### src/rtl/dtmf_pkg.sv
// Shared key codes, controller states and key helpers for the DTMF passcode controller.
package dtmf_pkg;

    localparam logic [3:0] KEY_D    = 4'd0;
    localparam logic [3:0] KEY_0    = 4'd10;
    localparam logic [3:0] KEY_STAR = 4'd11;
    localparam logic [3:0] KEY_HASH = 4'd12;
    localparam logic [3:0] KEY_A    = 4'd13;
    localparam logic [3:0] KEY_B    = 4'd14;
    localparam logic [3:0] KEY_C    = 4'd15;

    typedef enum logic [1:0] {
        IDLE,
        ENTRY,
        LOCKOUT
    } state_t;

    // Everything except * and # is a passcode digit, including D, A, B and C.
    function automatic logic is_digit(input logic [3:0] key);
        return (key != KEY_STAR) && (key != KEY_HASH);
    endfunction

endpackage

### src/rtl/dtmf_debounce.sv
// Turns per-frame detector results into single press events: a digit must be stable
// for DEB_FRAMES frames, and a new press needs REL_FRAMES silent frames first.
module dtmf_debounce #(
    parameter int DEB_FRAMES = 2,
    parameter int REL_FRAMES = 2
) (
    input  logic       clk,
    input  logic       rst_n,
    input  logic       i_frame,
    input  logic       i_dtmf_valid,
    input  logic [3:0] i_dtmf_data,
    output logic       o_press,
    output logic [3:0] o_press_code
);
    localparam logic [3:0] DEB_CNT = 4'(DEB_FRAMES);
    localparam logic [3:0] REL_CNT = 4'(REL_FRAMES);

    logic [3:0] r_cand;
    logic [3:0] r_run;
    logic [3:0] r_rel;
    logic       r_armed;
    logic [3:0] w_run_next;
    logic [3:0] w_rel_next;

    // A zero run length means there is no candidate, so any digit starts a fresh run.
    always_comb begin
        w_run_next = 4'd1;
        if ((r_run != 4'd0) && (i_dtmf_data == r_cand))
            w_run_next = (r_run == 4'd15) ? r_run : r_run + 4'd1;
        w_rel_next = (r_rel == 4'd15) ? r_rel : r_rel + 4'd1;
    end

    assign o_press      = i_frame & i_dtmf_valid & ~r_armed & (w_run_next == DEB_CNT);
    assign o_press_code = i_dtmf_data;

    always_ff @(posedge clk or negedge rst_n) begin
        if (!rst_n) begin
            r_cand  <= 4'd0;
            r_run   <= 4'd0;
            r_rel   <= 4'd0;
            r_armed <= 1'b0;
        end else if (i_frame) begin
            if (i_dtmf_valid) begin
                r_cand <= i_dtmf_data;
                r_run  <= w_run_next;
                r_rel  <= 4'd0;
                if (o_press)
                    r_armed <= 1'b1;
            end else begin
                r_rel <= w_rel_next;
                if (w_rel_next >= REL_CNT) begin
                    r_armed <= 1'b0;
                    r_run   <= 4'd0;
                    r_cand  <= 4'd0;
                end
            end
        end
    end

endmodule

### src/rtl/dtmf_code_ctrl.sv
// Passcode sequencer: collects debounced key presses, checks them against i_code on #,
// and enforces an inter-digit timeout plus a lockout after repeated failures.
module dtmf_code_ctrl
    import dtmf_pkg::*;
#(
    parameter int CODE_LEN       = 4,
    parameter int DEB_FRAMES     = 2,
    parameter int REL_FRAMES     = 2,
    parameter int TIMEOUT_FRAMES = 195,
    parameter int MAX_FAILS      = 3,
    parameter int LOCKOUT_FRAMES = 1170
) (
    input  logic                  clk,
    input  logic                  rst_n,
    input  logic                  i_frame,
    input  logic                  i_dtmf_valid,
    input  logic [3:0]            i_dtmf_data,
    input  logic [4*CODE_LEN-1:0] i_code,
    input  logic                  i_enable,
    output logic                  o_key_event,
    output logic [3:0]            o_key_code,
    output logic                  o_unlock,
    output logic                  o_fail,
    output logic                  o_locked,
    output logic [3:0]            o_digit_count
);
    localparam int TW = $clog2(TIMEOUT_FRAMES + 1);
    localparam int LW = $clog2(LOCKOUT_FRAMES + 1);
    localparam int FW = $clog2(MAX_FAILS + 1);
    localparam logic [TW-1:0] TMO_LAST  = TW'(TIMEOUT_FRAMES - 1);
    localparam logic [LW-1:0] LOCK_LAST = LW'(LOCKOUT_FRAMES - 1);
    localparam logic [FW-1:0] FAIL_LAST = FW'(MAX_FAILS - 1);
    localparam logic [3:0]    CODE_CNT  = 4'(CODE_LEN);

    state_t                r_state, w_state_next;
    logic [4*CODE_LEN-1:0] r_buf, w_buf_next;
    logic [3:0]            r_count, w_count_next;
    logic [FW-1:0]         r_fails, w_fails_next;
    logic [TW-1:0]         r_tmo, w_tmo_next;
    logic [LW-1:0]         r_lock_cnt, w_lock_next;
    logic                  r_unlock, w_unlock_next;
    logic                  r_fail, w_fail_next;
    logic                  r_key_event;
    logic [3:0]            r_key_code;
    logic                  w_press;
    logic [3:0]            w_press_code;
    logic [CODE_LEN-1:0]   w_digit_ok;
    logic                  w_match;

    // Disabled frames are hidden from the debouncer so no key events appear while off.
    dtmf_debounce #(
        .DEB_FRAMES (DEB_FRAMES),
        .REL_FRAMES (REL_FRAMES)
    ) u_debounce (
        .clk          (clk),
        .rst_n        (rst_n),
        .i_frame      (i_frame & i_enable),
        .i_dtmf_valid (i_dtmf_valid),
        .i_dtmf_data  (i_dtmf_data),
        .o_press      (w_press),
        .o_press_code (w_press_code)
    );

    generate
        for (genvar gi = 0; gi < CODE_LEN; gi++) begin : g_cmp
            assign w_digit_ok[gi] = (r_buf[4*gi +: 4] == i_code[4*gi +: 4]);
        end
    endgenerate

    assign w_match = (r_count == CODE_CNT) && (&w_digit_ok);

    always_comb begin
        w_state_next  = r_state;
        w_buf_next    = r_buf;
        w_count_next  = r_count;
        w_fails_next  = r_fails;
        w_tmo_next    = r_tmo;
        w_lock_next   = r_lock_cnt;
        w_unlock_next = 1'b0;
        w_fail_next   = 1'b0;

        // Timers are evaluated before the key so an expiring timeout hands the key to IDLE.
        if (i_frame) begin
            case (r_state)
                ENTRY: begin
                    if (r_tmo == TMO_LAST) begin
                        w_state_next = IDLE;
                        w_buf_next   = '0;
                        w_count_next = 4'd0;
                        w_tmo_next   = '0;
                    end else begin
                        w_tmo_next = r_tmo + 1'b1;
                    end
                end
                LOCKOUT: begin
                    if (r_lock_cnt == LOCK_LAST) begin
                        w_state_next = IDLE;
                        w_fails_next = '0;
                    end else begin
                        w_lock_next = r_lock_cnt + 1'b1;
                    end
                end
                default: ;
            endcase
        end

        if (r_key_event) begin
            w_tmo_next = '0;
            case (w_state_next)
                IDLE: begin
                    if (is_digit(r_key_code)) begin
                        w_state_next = ENTRY;
                        w_buf_next   = {{(4*CODE_LEN-4){1'b0}}, r_key_code};
                        w_count_next = 4'd1;
                    end
                end
                ENTRY: begin
                    if (r_key_code == KEY_STAR) begin
                        w_state_next = IDLE;
                        w_buf_next   = '0;
                        w_count_next = 4'd0;
                    end else if (r_key_code == KEY_HASH) begin
                        w_buf_next   = '0;
                        w_count_next = 4'd0;
                        if (w_match) begin
                            w_unlock_next = 1'b1;
                            w_fails_next  = '0;
                            w_state_next  = IDLE;
                        end else begin
                            w_fail_next  = 1'b1;
                            w_fails_next = r_fails + 1'b1;
                            w_lock_next  = '0;
                            w_state_next = (r_fails == FAIL_LAST) ? LOCKOUT : IDLE;
                        end
                    end else if (r_count != CODE_CNT) begin
                        for (int d = 0; d < CODE_LEN; d++)
                            if (r_count == 4'(d))
                                w_buf_next[4*d +: 4] = r_key_code;
                        w_count_next = r_count + 4'd1;
                    end
                end
                default: ;
            endcase
        end

        if (!i_enable) begin
            w_state_next  = IDLE;
            w_buf_next    = '0;
            w_count_next  = 4'd0;
            w_fails_next  = '0;
            w_tmo_next    = '0;
            w_lock_next   = '0;
            w_unlock_next = 1'b0;
            w_fail_next   = 1'b0;
        end
    end

    always_ff @(posedge clk or negedge rst_n) begin
        if (!rst_n) begin
            r_state     <= IDLE;
            r_buf       <= '0;
            r_count     <= 4'd0;
            r_fails     <= '0;
            r_tmo       <= '0;
            r_lock_cnt  <= '0;
            r_unlock    <= 1'b0;
            r_fail      <= 1'b0;
            r_key_event <= 1'b0;
            r_key_code  <= 4'd0;
        end else begin
            r_state     <= w_state_next;
            r_buf       <= w_buf_next;
            r_count     <= w_count_next;
            r_fails     <= w_fails_next;
            r_tmo       <= w_tmo_next;
            r_lock_cnt  <= w_lock_next;
            r_unlock    <= w_unlock_next;
            r_fail      <= w_fail_next;
            r_key_event <= w_press;
            if (!i_enable)
                r_key_code <= 4'd0;
            else if (w_press)
                r_key_code <= w_press_code;
        end
    end

    assign o_key_event   = r_key_event;
    assign o_key_code    = r_key_code;
    assign o_unlock      = r_unlock;
    assign o_fail        = r_fail;
    assign o_locked      = (r_state == LOCKOUT);
    assign o_digit_count = r_count;

endmodule
### config.mk
export PLATFORM = sky130hd
export DESIGN_NAME = dtmf_code_ctrl
export DESIGN_NICKNAME = d
export VERILOG_FILES = /design/src/rtl/dtmf_pkg.sv /design/src/rtl/dtmf_debounce.sv /design/src/rtl/dtmf_code_ctrl.sv
export SDC_FILE = /design/constraint.sdc
export NUM_CORES = 1
export LEC_CHECK = 0
export BUFFER_PORTS_ARGS = -buffer_cell sky130_fd_sc_hd__buf_2
export CAP_MARGIN = 20
export CORE_AREA = 2 2 104 81
export DETAILED_ROUTE_END_ITERATION = 8
export DIE_AREA = 0 0 106 83
export PLACE_DENSITY = 0.73
export SKIP_LAST_GASP = 1
export SLEW_MARGIN = 10
export SYNTH_ARGS = -nofsm -noshare
export SYNTH_HDL_FRONTEND = slang
export SYNTH_SLANG_ARGS = --single-unit
### constraint.sdc
create_clock -name clk -period 3.9 [get_ports clk]
set_input_delay 0.78 -clock clk [delete_from_list [all_inputs] [get_ports clk]]
set_output_delay 0.78 -clock clk [all_outputs]
set_load 0.03 [all_outputs]
Yosys cells after proc, flatten, opt, wreduce, memory -nomap -nowiden
Index checks and enable logic that the tools add are counted.
W data, S select, Z words.
- register bits: 63
- word-level logic and storage cells: 147
- input bits: 25
- output and inout bits: 12
- equal/unequal tests: 27
- add/sub/neg operators: 6
- order comparisons: 1
- bitwise logic cells: 5
- mux-type cells: 83
- reductions and logical operators: 11
- operator list (kind ; count):
    $mux W16 ; 9
    $mux W11 ; 9
    $mux W4 ; 22
    $mux W8 ; 5
    $mux W2 ; 19
    $pmux W16 S2 ; 1
    $eq A4 B4 Y1 ; 5
    $eq A4 B4 Y1 const B ; 4
    $mux W1 ; 15
    $add A4 B1 Y4 const B ; 3
    $eq A4 B2 Y1 const B ; 3
    $add A11 B1 Y11 const B ; 1
    $eq A11 B11 Y1 const B ; 1
    $add A8 B1 Y8 const B ; 1
    $eq A8 B8 Y1 const B ; 1
    $ne A4 B4 Y1 const B ; 2
    $pmux W2 S2 ; 2
    $pmux W4 S2 ; 1
    $and A1 B1 Y1 ; 4
    $eq A2 B1 Y1 const B ; 2
    $eq A2 B2 Y1 const B ; 2
    $eq A4 B1 Y1 const B ; 1
    $eq A4 B3 Y1 const B ; 1
    $ge A4 B2 Y1 const B ; 1
    14 further kinds ; 18

Logic depth before layout (Yosys ltp)
Gate-level depths: netlist of run 1.
- depth after elaboration: 11
- gate-level depth with buffers: 9
- depth with buffers taken out: 7

Modules after synthesis
Synthesis of run 1 repeated with hierarchy kept, for this count alone.
- cell total of the unflattened synthesis: 432
- area, all modules: 4199.0 µm²
- by module, submodules not included (module ; instances ; cells an instance ; seq. area each (µm²) ; area an instance (µm²)):
    dtmf_code_ctrl ; 1 ; 341 ; 1251.2 ; 3345.7
    dtmf_debounce ; 1 ; 91 ; 325.3 ; 853.3

Worst setup path after synthesis of run 1
OpenSTA, ideal clock, no wires.
- path type: reg2reg
- start: register r_lock_cnt[1]
- end: register r_buf[0]
- clock period less this slack: 2.219 ns
- data required time: 3.774 ns
- setup time: 0.126 ns
- cell stages (with the launch flop): 8
- slack: 1.681 ns
- path buffers: 0
- data arrival time: 2.093 ns
- cell sequence: dfrtp_1 -> inv_1 -> ha_1 -> or4b_4 -> o31a_4 -> o311ai_2 -> a21oi_1 -> o311a_1
- cells in the longest elaborated chain, start to end: 8
- elaborated cells between the ends (all ways): 9
- classes of those cells: eq/ne: 2; mux: 6; reduce/logical: 1
- RTL lines (item ; line ; text):
    start, declared ; dtmf_code_ctrl.sv:40 ; logic [LW-1:0] r_lock_cnt, w_lock_next;
    start signal, assigned ; dtmf_code_ctrl.sv:176 ; r_lock_cnt <= w_lock_next;
    $eq A11 B11 Y1 (*) ; dtmf_code_ctrl.sv:96 ; if (r_lock_cnt == LOCK_LAST) begin
    $mux W2 (*) ; dtmf_code_ctrl.sv:96 ;
    $pmux W2 S2 (*) ; dtmf_code_ctrl.sv:84 ; case (r_state)
    $mux W2 (*) ; dtmf_code_ctrl.sv:83 ; if (i_frame) begin
    $eq A2 B1 Y1 / $logic_not A2 Y1 (equally long branches) ; dtmf_code_ctrl.sv:109 ; case (w_state_next)
    $pmux W16 S2 (*) ; dtmf_code_ctrl.sv:109 ;
    $mux W16 (*) ; dtmf_code_ctrl.sv:107 ; if (r_key_event) begin
    $mux W16 (*) ; dtmf_code_ctrl.sv:146 ; if (!i_enable) begin
    net w_buf_next[0] ; dtmf_code_ctrl.sv:36 ; logic [4*CODE_LEN-1:0] r_buf, w_buf_next;
    end signal, assigned ; dtmf_code_ctrl.sv:172 ; r_buf <= w_buf_next;
    end, declared ; dtmf_code_ctrl.sv:36 ;
Mark *: on every way through the listed nets, which the timed path passes. The rest lies on a longest branch.
A chain may end at the register's enable or synchronous reset.

Worst setup path in the final report of run 1
- start: register r_tmo[0]
- end: register r_state[1]
- cells in the longest elaborated chain, start to end: 9
- elaborated cells between the ends (all ways): 12
- classes of those cells: eq/ne: 2; mux: 9; reduce/logical: 1
- RTL lines (item ; line ; text):
    start, declared ; dtmf_code_ctrl.sv:39 ; logic [TW-1:0] r_tmo, w_tmo_next;
    start signal, assigned ; dtmf_code_ctrl.sv:175 ; r_tmo <= w_tmo_next;
    $eq A8 B8 Y1 (*) ; dtmf_code_ctrl.sv:86 ; if (r_tmo == TMO_LAST) begin
    $mux W2 (*) ; dtmf_code_ctrl.sv:86 ;
    $pmux W2 S2 (*) ; dtmf_code_ctrl.sv:84 ;
    $mux W2 (*) ; dtmf_code_ctrl.sv:83 ;
    $mux W2 ; dtmf_code_ctrl.sv:122 ; end else if (r_key_code == KEY_HASH) begin
    $mux W2 ; dtmf_code_ctrl.sv:118 ; if (r_key_code == KEY_STAR) begin
    $pmux W2 S2 ; dtmf_code_ctrl.sv:109 ;
    $mux W2 (*) ; dtmf_code_ctrl.sv:107 ;
    $mux W2 (*) ; dtmf_code_ctrl.sv:146 ;
    net w_state_next[1] ; dtmf_code_ctrl.sv:35 ; state_t r_state, w_state_next;
    end signal, assigned ; dtmf_code_ctrl.sv:171 ; r_state <= w_state_next;
    end, declared ; dtmf_code_ctrl.sv:35 ;
Marked as above.

==> impl_metrics.py, run 1 <==
metrics = {
    "placed_design": {
        "place_congestion": 0.8570,
        "io_buffers": 36,
        "hpwl_um": 6884,
    },
    "timing": {
        "holdWs_ns": 0.5163,
        "finalSetupViolCount": 0,
        "totalNegativeSetupSlack_ns": 0,
        "final.period_utilization": 0.6845,
        "rsz0062_at_grt": "false",
        "slew_violations": 0,
        "finClkSkew_ns": 0.007337,
        "tightest_slew_ns": 0.9285,
        "finalHoldViolCount": 0,
        "fmax_mhz": 374.6,
        "min_period_ns": 2.670,
        "maxSlewHeadroom": 0.3712,
    },
    "synth": {
        "synth_seq_cells": 63,
        "synth.distinct_cells": 71,
        "netlist_top_cells_area": "dfrtp_1 (38%), xnor2_1 (4.8%), ha_1 (4.5%)",
        "synth_fp_nets": 493,
        "synth_area_leader_cell": "dfrtp_1",
        "synth_area_mm2": 0.004158,
        "ys_seq_area_frac": 0.3792,
        "synthFlopType": "dfrtp_1",
        "synth_top_area_frac": 0.3792,
        "synth_edf_count": 0,
        "syn_avg_cell_area_um2": 9.178,
        "synth_cells": 453,
        "synth_warnings": 0,
        "async_flop_share": 1.000,
    },
    "min_path": {
        "hold_depth": 1,
        "hold_path_class": "reg2reg",
    },
    "clock_network": {
        "cts_max_path_buffers": 2,
        "worstSkewPairLatency_ns": 0.34,
        "clk_pin_slew_ns": 0.06,
        "cts_setup_buffers": 0,
        "numCtsBuffers": 9,
        "cts_tree": "yes",
        "h-tree-depth": 3,
        "cts_hold_buf": 0,
        "clock_sinks": 63,
        "cts_resized": 0,
        "clock_tree.root_cell": "clkbuf_8",
    },
    "die": {
        "dieArea_mm2": 0.008798,
        "core_mm2": 0.007742,
        "start_util": 0.5370,
        "io_pins": 37,
        "dieHeight_um": 83,
        "die_w_um": 106,
        "core.rowCount": 28,
    },
    "grt": {
        "antenna_found_initial": 0,
        "grt_max_degree": 64,
        "track_usage": 0.2360,
        "grt-ovfl-total": 0,
        "grt_first_pass_wirelength_um": 16880,
        "grt_pass1_vias": 3474,
    },
    "run": {
        "drv_cap": 0,
    },
    "power_and_ir_drop": {
        "p_leak_nw": 1.895,
        "pwr_density_cell_mw_per_mm2": 310.3,
        "ir_worst_vdd_uv": 171.4,
    },
    "final_layout": {
        "area_growth_pct": 10.80,
        "multi_input_area_mm2": 0.002414,
        "drive_gt1_frac": 0.1649,
        "nets": 521,
        "ff_latch_area_mm2": 0.001577,
        "fill_cells": 677,
        "antenna_cells": 0,
    },
    "setup_path": {
        "worstPathArrival_ns": 2.94,
        "cp_max_fo": 13,
        "crit_required_ns": 4.18,
        "r2r_cells": 7,
        "cp-start-kind": "register",
        "worstSetupPathType": "reg2reg",
        "end_kind": "register",
    },
    "route": {
        "ant_nets": 0,
        "drt-initial-drc-count": 293,
        "firstDrtPassIters": 5,
        "totalWireLength_um": 9727,
        "drc": 0,
        "vias": 3586,
        "vias_per_cell": 6.078,
        "wl_per_cell_um": 16.49,
    },
    "outcome": {
        "status": "complete, no violations",
    },
}
==> power by group <==
group          total (W)  internal (W)  switching (W)
sequential      0.000684      0.000669      0.0000158
clock           0.000619      0.000372       0.000247
combinational   0.000126     0.0000488      0.0000776
==> metal layers <==
metal	part of all wire	track usage
met5	0	0
met4	0.012	0.06459
met3	0.061	0.05887
met2	0.44	0.3478
met1	0.49	0.3456
==> synth_stat cells, types with 2 or more instances <==
master	n
o211ai_1	11
nor4bb_1	2
and4_1	2
a21oi_1	30
nand2b_1	4
nor3_2	10
a221oi_1	2
o311ai_1	2
o21ai_0	16
and3_1	10
o211a_1	2
nor3_1	6
xnor2_1	23
a32o_1	5
a211oi_1	2
a31oi_1	8
nand3_1	27
o21a_1	4
dfrtp_1	63
nand2_1	30
clkbuf_1	18
inv_1	16
and2_1	8
xor2_1	13
o21ai_1	3
buf_2	2
o311ai_2	2
a21o_1	2
ha_1	15
nand4_1	20
nor3b_1	2
nor2b_1	4
or4_1	2
a22o_1	6
buf_6	2
o311a_1	2
nor2_1	37
nor4_1	3
a211o_1	3
a41oi_1	2
o31ai_2	2
==> registers in the layout (all words and copies together), names as in the netlist, 4 cells and up <==
| register | cells |
|---|---|
| u_debounce.r_rel | 4 |
| u_debounce.r_run | 4 |
| o_key_code | 4 |
| r_buf | 16 |
| r_tmo | 8 |
| o_digit_count | 4 |
| r_lock_cnt | 11 |
| u_debounce.r_cand | 4 |
==> per-stage QoR <==
stage	setup slack (ns)	utilization	power [W]	cells	area, um2
4_1_cts	1.261	0.5950	0.001445	590	4607
3_3_place_gp	1.299	0.5677	0.0008190	575	4395
5_1_grt	1.029	0.5950	0.001503	590	4607
6_report	1.230	0.5950	0.001430	590	4607
3_5_place_dp	1.187	0.5677	0.0008230	575	4395
2_1_floorplan	1.681	-	0.0007729	453	4158
==> worst max-delay path, cell delays in order (launching register included) <==
cell and delay [ns]:
dfrtp_1 0.39, inv_1 0.08, ha_1 0.20, nor3b_1 0.16, a21boi_1 0.66, o311ai_4 0.21
a21oi_2 0.67, a31o_1 0.23
==> cells in the final DEF, fill, tap and decap left out, types with 3 or more instances in the layout <==
master and instances:
nor4_1 3, nand4_1 20, a21oi_1 30, a31oi_1 8, nor3_1 6, buf_4 4
nor3_2 10, nor2_1 37, o21ai_1 3, o211ai_1 11, dfrtp_1 63, inv_1 16
clkbuf_8 10, a22o_1 6, and2_1 8, nand2_1 30, nor2b_1 4, and3_1 10
xnor2_1 23, ha_1 15, buf_2 36, o21a_1 4, nand3_1 27, a32o_1 5
a211o_1 3, nand2b_1 4, xor2_1 13, o21ai_0 16
==> path summary, 6_finish.rpt <==
kind / startpoint / endpoint / slack [ns]
worst max-delay path: r_tmo[0] / r_state[1] / 1.23
worst min-delay path: u_debounce.r_armed / u_debounce.r_armed / 0.52
worst max register to register: r_tmo[0] / r_state[1] / 1.23
worst min register to register: u_debounce.r_armed / u_debounce.r_armed / 0.52
max in group asynchronous: rst_n / r_buf[6] / 2.75
min in group asynchronous: rst_n / u_debounce.r_run[2] / 0.60
==> cell families (layout without fill, tap and decap cells) <==
group / Yosys count / count (layout) / synth area share
buffers and inverters: 40 / 72 / 0.04032
AND/OR/NAND/NOR: 175 / 175 / 0.2335
adder cells (fa/ha/maj): 15 / 15 / 0.04514
flip-flops: 63 / 63 / 0.3792
XOR/XNOR: 36 / 36 / 0.07583
AO/OA/AOI/OAI: 124 / 124 / 0.2260
==> cell type report <==
class                      instances  share of cell area
clock buffer                      11             0.03069
clock inverter                     4             0.01521
inverter                          17             0.01385
multi-input combinational        350              0.5239
sequential                        63              0.3422
tap                              105             0.02852
timing repair buffer              40             0.04563
Power figures use the tool's default switching activity.
==> run 2, diff against run 1 <==
- clock period: 3.9 -> 2.78 ns (I/O delays scaled with it)
==> run 2 against run 1 <==
  * Routed wire length grew 3.5%
  * Final cell count increased by 1.5%
  * Clock skew up 0.0033 ns
  * Die area stayed put
  * Count of clock-buffer cells in the layout did not move
  * Maximum frequency increased by 6.4%
  * Worst setup slack lost 0.96 ns
  * Via count increased by 3.5%
  * Non-clock buffer count grew 9
  * Global-route usage rose by 0.68 points
  * Combinational power increased by 44%
==> impl_metrics.py, run 2 (synthesized netlist as in run 1, its figures left out) <==
metrics = {
    "final_layout": {
        "area_growth_pct": 11.29,
        "mostFrequentLayoutCells": "dfrtp_1 (63), nor2_1 (37), buf_2 (36)",
        "reg.largest.list": "r_buf (16), r_lock_cnt (11), r_tmo (8)",
        "nets": 530,
        "antenna_cells": 0,
        "layout_commonest_cell": "dfrtp_1",
        "multi_input_area_mm2": 0.002414,
        "drive_gt1_frac": 0.1802,
        "final-instance-count-excl-fill": 599,
        "largest_reg_flops": 16,
        "top_register": "r_buf",
        "fill_cells": 701,
        "ff_latch_area_mm2": 0.001577,
    },
    "grt": {
        "antenna_found_initial": 0,
        "use_met2": 0.3718,
        "grt-ovfl-total": 0,
        "grt_use_met1": 0.3379,
        "busiest_layer": "met2",
        "grt_util_met3": 0.05808,
        "grt_first_pass_wirelength_um": 16990,
        "grt_pass1_vias": 3451,
        "track_usage": 0.2428,
        "grt_max_degree": 34,
    },
    "setup_path": {
        "crit_required_ns": 3.01,
        "crit_family": "compound AO/OA/AOI/OAI gates",
        "slowest_delay_ns": 0.50,
        "worstSetupPathType": "reg2reg",
        "end_kind": "register",
        "cp.buffers_inverters": 2,
        "rr_startpoint": "r_lock_cnt[1]",
        "crit_chain": "inv_1 -> ha_1 -> or4b_4 -> o31a_4 -> o311ai_4 -> a21oi_2 -> buf_4 -> a2111oi_2",
        "cp_slowest_cell": "or4b_4",
        "cp_max_fo": 13,
        "timing.rr.end": "r_lock_cnt[1]",
        "worstPathArrival_ns": 2.74,
        "r2r_cells": 8,
        "r2r_slack_ns": 0.27,
        "cp-start-kind": "register",
    },
    "power_and_ir_drop": {
        "ir_worst_vdd_uv": 284.3,
        "pwr_density_cell_mw_per_mm2": 395.2,
        "power.total_w": 0.001828,
        "p_leak_nw": 1.916,
    },
    "die": {
        "io_pins": 37,
        "core.rowCount": 28,
        "dieHeight_um": 83,
        "core_mm2": 0.007742,
        "die_w_um": 106,
        "start_util": 0.5370,
        "dieArea_mm2": 0.008798,
    },
    "route": {
        "totalWireLength_um": 10070,
        "drc": 0,
        "drt-initial-drc-count": 280,
        "ant_nets": 0,
        "vias_per_cell": 6.194,
        "vias": 3710,
        "firstDrtPassIters": 5,
        "wl_per_cell_um": 16.81,
    },
    "placed_design": {
        "dp_cells": 584,
        "place_congestion": 0.8623,
        "pre_cts_ws_ns": 0.2998,
        "hpwl_um": 7210,
        "io_buffers": 36,
    },
    "clock_network": {
        "cts_tree": "yes",
        "h-tree-depth": 3,
        "cts_resized": 0,
        "cts_hold_buf": 0,
        "clk_pin_slew_ns": 0.07,
        "clock_sinks": 63,
        "cts_max_path_buffers": 2,
        "clock_tree.root_cell": "clkbuf_8",
        "numCtsBuffers": 9,
        "cts_setup_buffers": 0,
        "worstSkewPairLatency_ns": 0.34,
    },
    "timing": {
        "fmax_mhz": 398.7,
        "slew_violations": 0,
        "tightest_slew_ns": 0.7766,
        "rsz0062_at_grt": "false",
        "finClkSkew_ns": 0.01066,
        "fin_ws_ns": 0.2717,
        "maxSlewHeadroom": 0.4812,
        "totalNegativeSetupSlack_ns": 0,
        "min_period_ns": 2.508,
        "finalSetupViolCount": 0,
        "final.period_utilization": 0.9023,
        "finalHoldViolCount": 0,
    },
    "run": {
        "drv_cap": 0,
    },
    "min_path": {
        "hold_path_class": "in2async",
    },
    "outcome": {
        "status": "complete, no violations",
    },
}
run 2: cell types whose count changed in the layout (fill, tap and decap cells not counted):
cell and change:
bufinv_16 -2, buf_4 +9, clkinv_2 +1, clkinvlp_4 +1
run 2: report_power, final:
part	switching [W]	leakage, nW	internal [W]	total (W)
Clock	0.000349	0.0850	0.000338	0.000687
Combinational	0.000108	0.959	0.0000729	0.000181
Sequential	0.0000228	0.872	0.000938	0.000961
run 2: worst max-delay path by stage:
| stage | from | cells past startpoint | slack, ns | end |
|---|---|---|---|---|
| 6_report | r_lock_cnt[1] | 8 | 0.27 | r_lock_cnt[1] |
| 5_1_grt | r_lock_cnt[1] | 8 | 0.15 | r_lock_cnt[1] |
| 4_1_cts | r_lock_cnt[1] | 8 | 0.27 | r_lock_cnt[1] |
| 3_5_place_dp | r_lock_cnt[1] | 8 | 0.30 | r_lock_cnt[1] |
| 3_3_place_gp | r_lock_cnt[1] | 8 | 0.36 | r_lock_cnt[1] |
| 2_1_floorplan | r_lock_cnt[1] | 7 | 0.56 | r_buf[0] |
run 2: layout make-up:
| class | count | area share |
|---|---|---|
| clock buffer | 11 | 0.03056 |
| clock inverter | 4 | 0.004867 |
| inverter | 17 | 0.01379 |
| multi-input combinational | 350 | 0.5216 |
| sequential | 63 | 0.3407 |
| tap | 105 | 0.02839 |
| timing repair buffer | 49 | 0.06003 |
run 2: routing by layer:
layer	vias to the layer above	wire length, um
li1	1758	-
met1	1778	4565
met2	157	4515
met3	17	814
met4	0	172
met5	-	0
run 2: per-stage QoR:
step	hold slack (ns)	instance area, um2	util
2_1_floorplan	0.2604	4158	-
3_3_place_gp	0.4725	4463	0.5764
3_5_place_dp	0.4702	4463	0.5764
4_1_cts	0.2904	4627	0.5976
5_1_grt	0.3179	4627	0.5976
6_report	0.2769	4627	0.5976
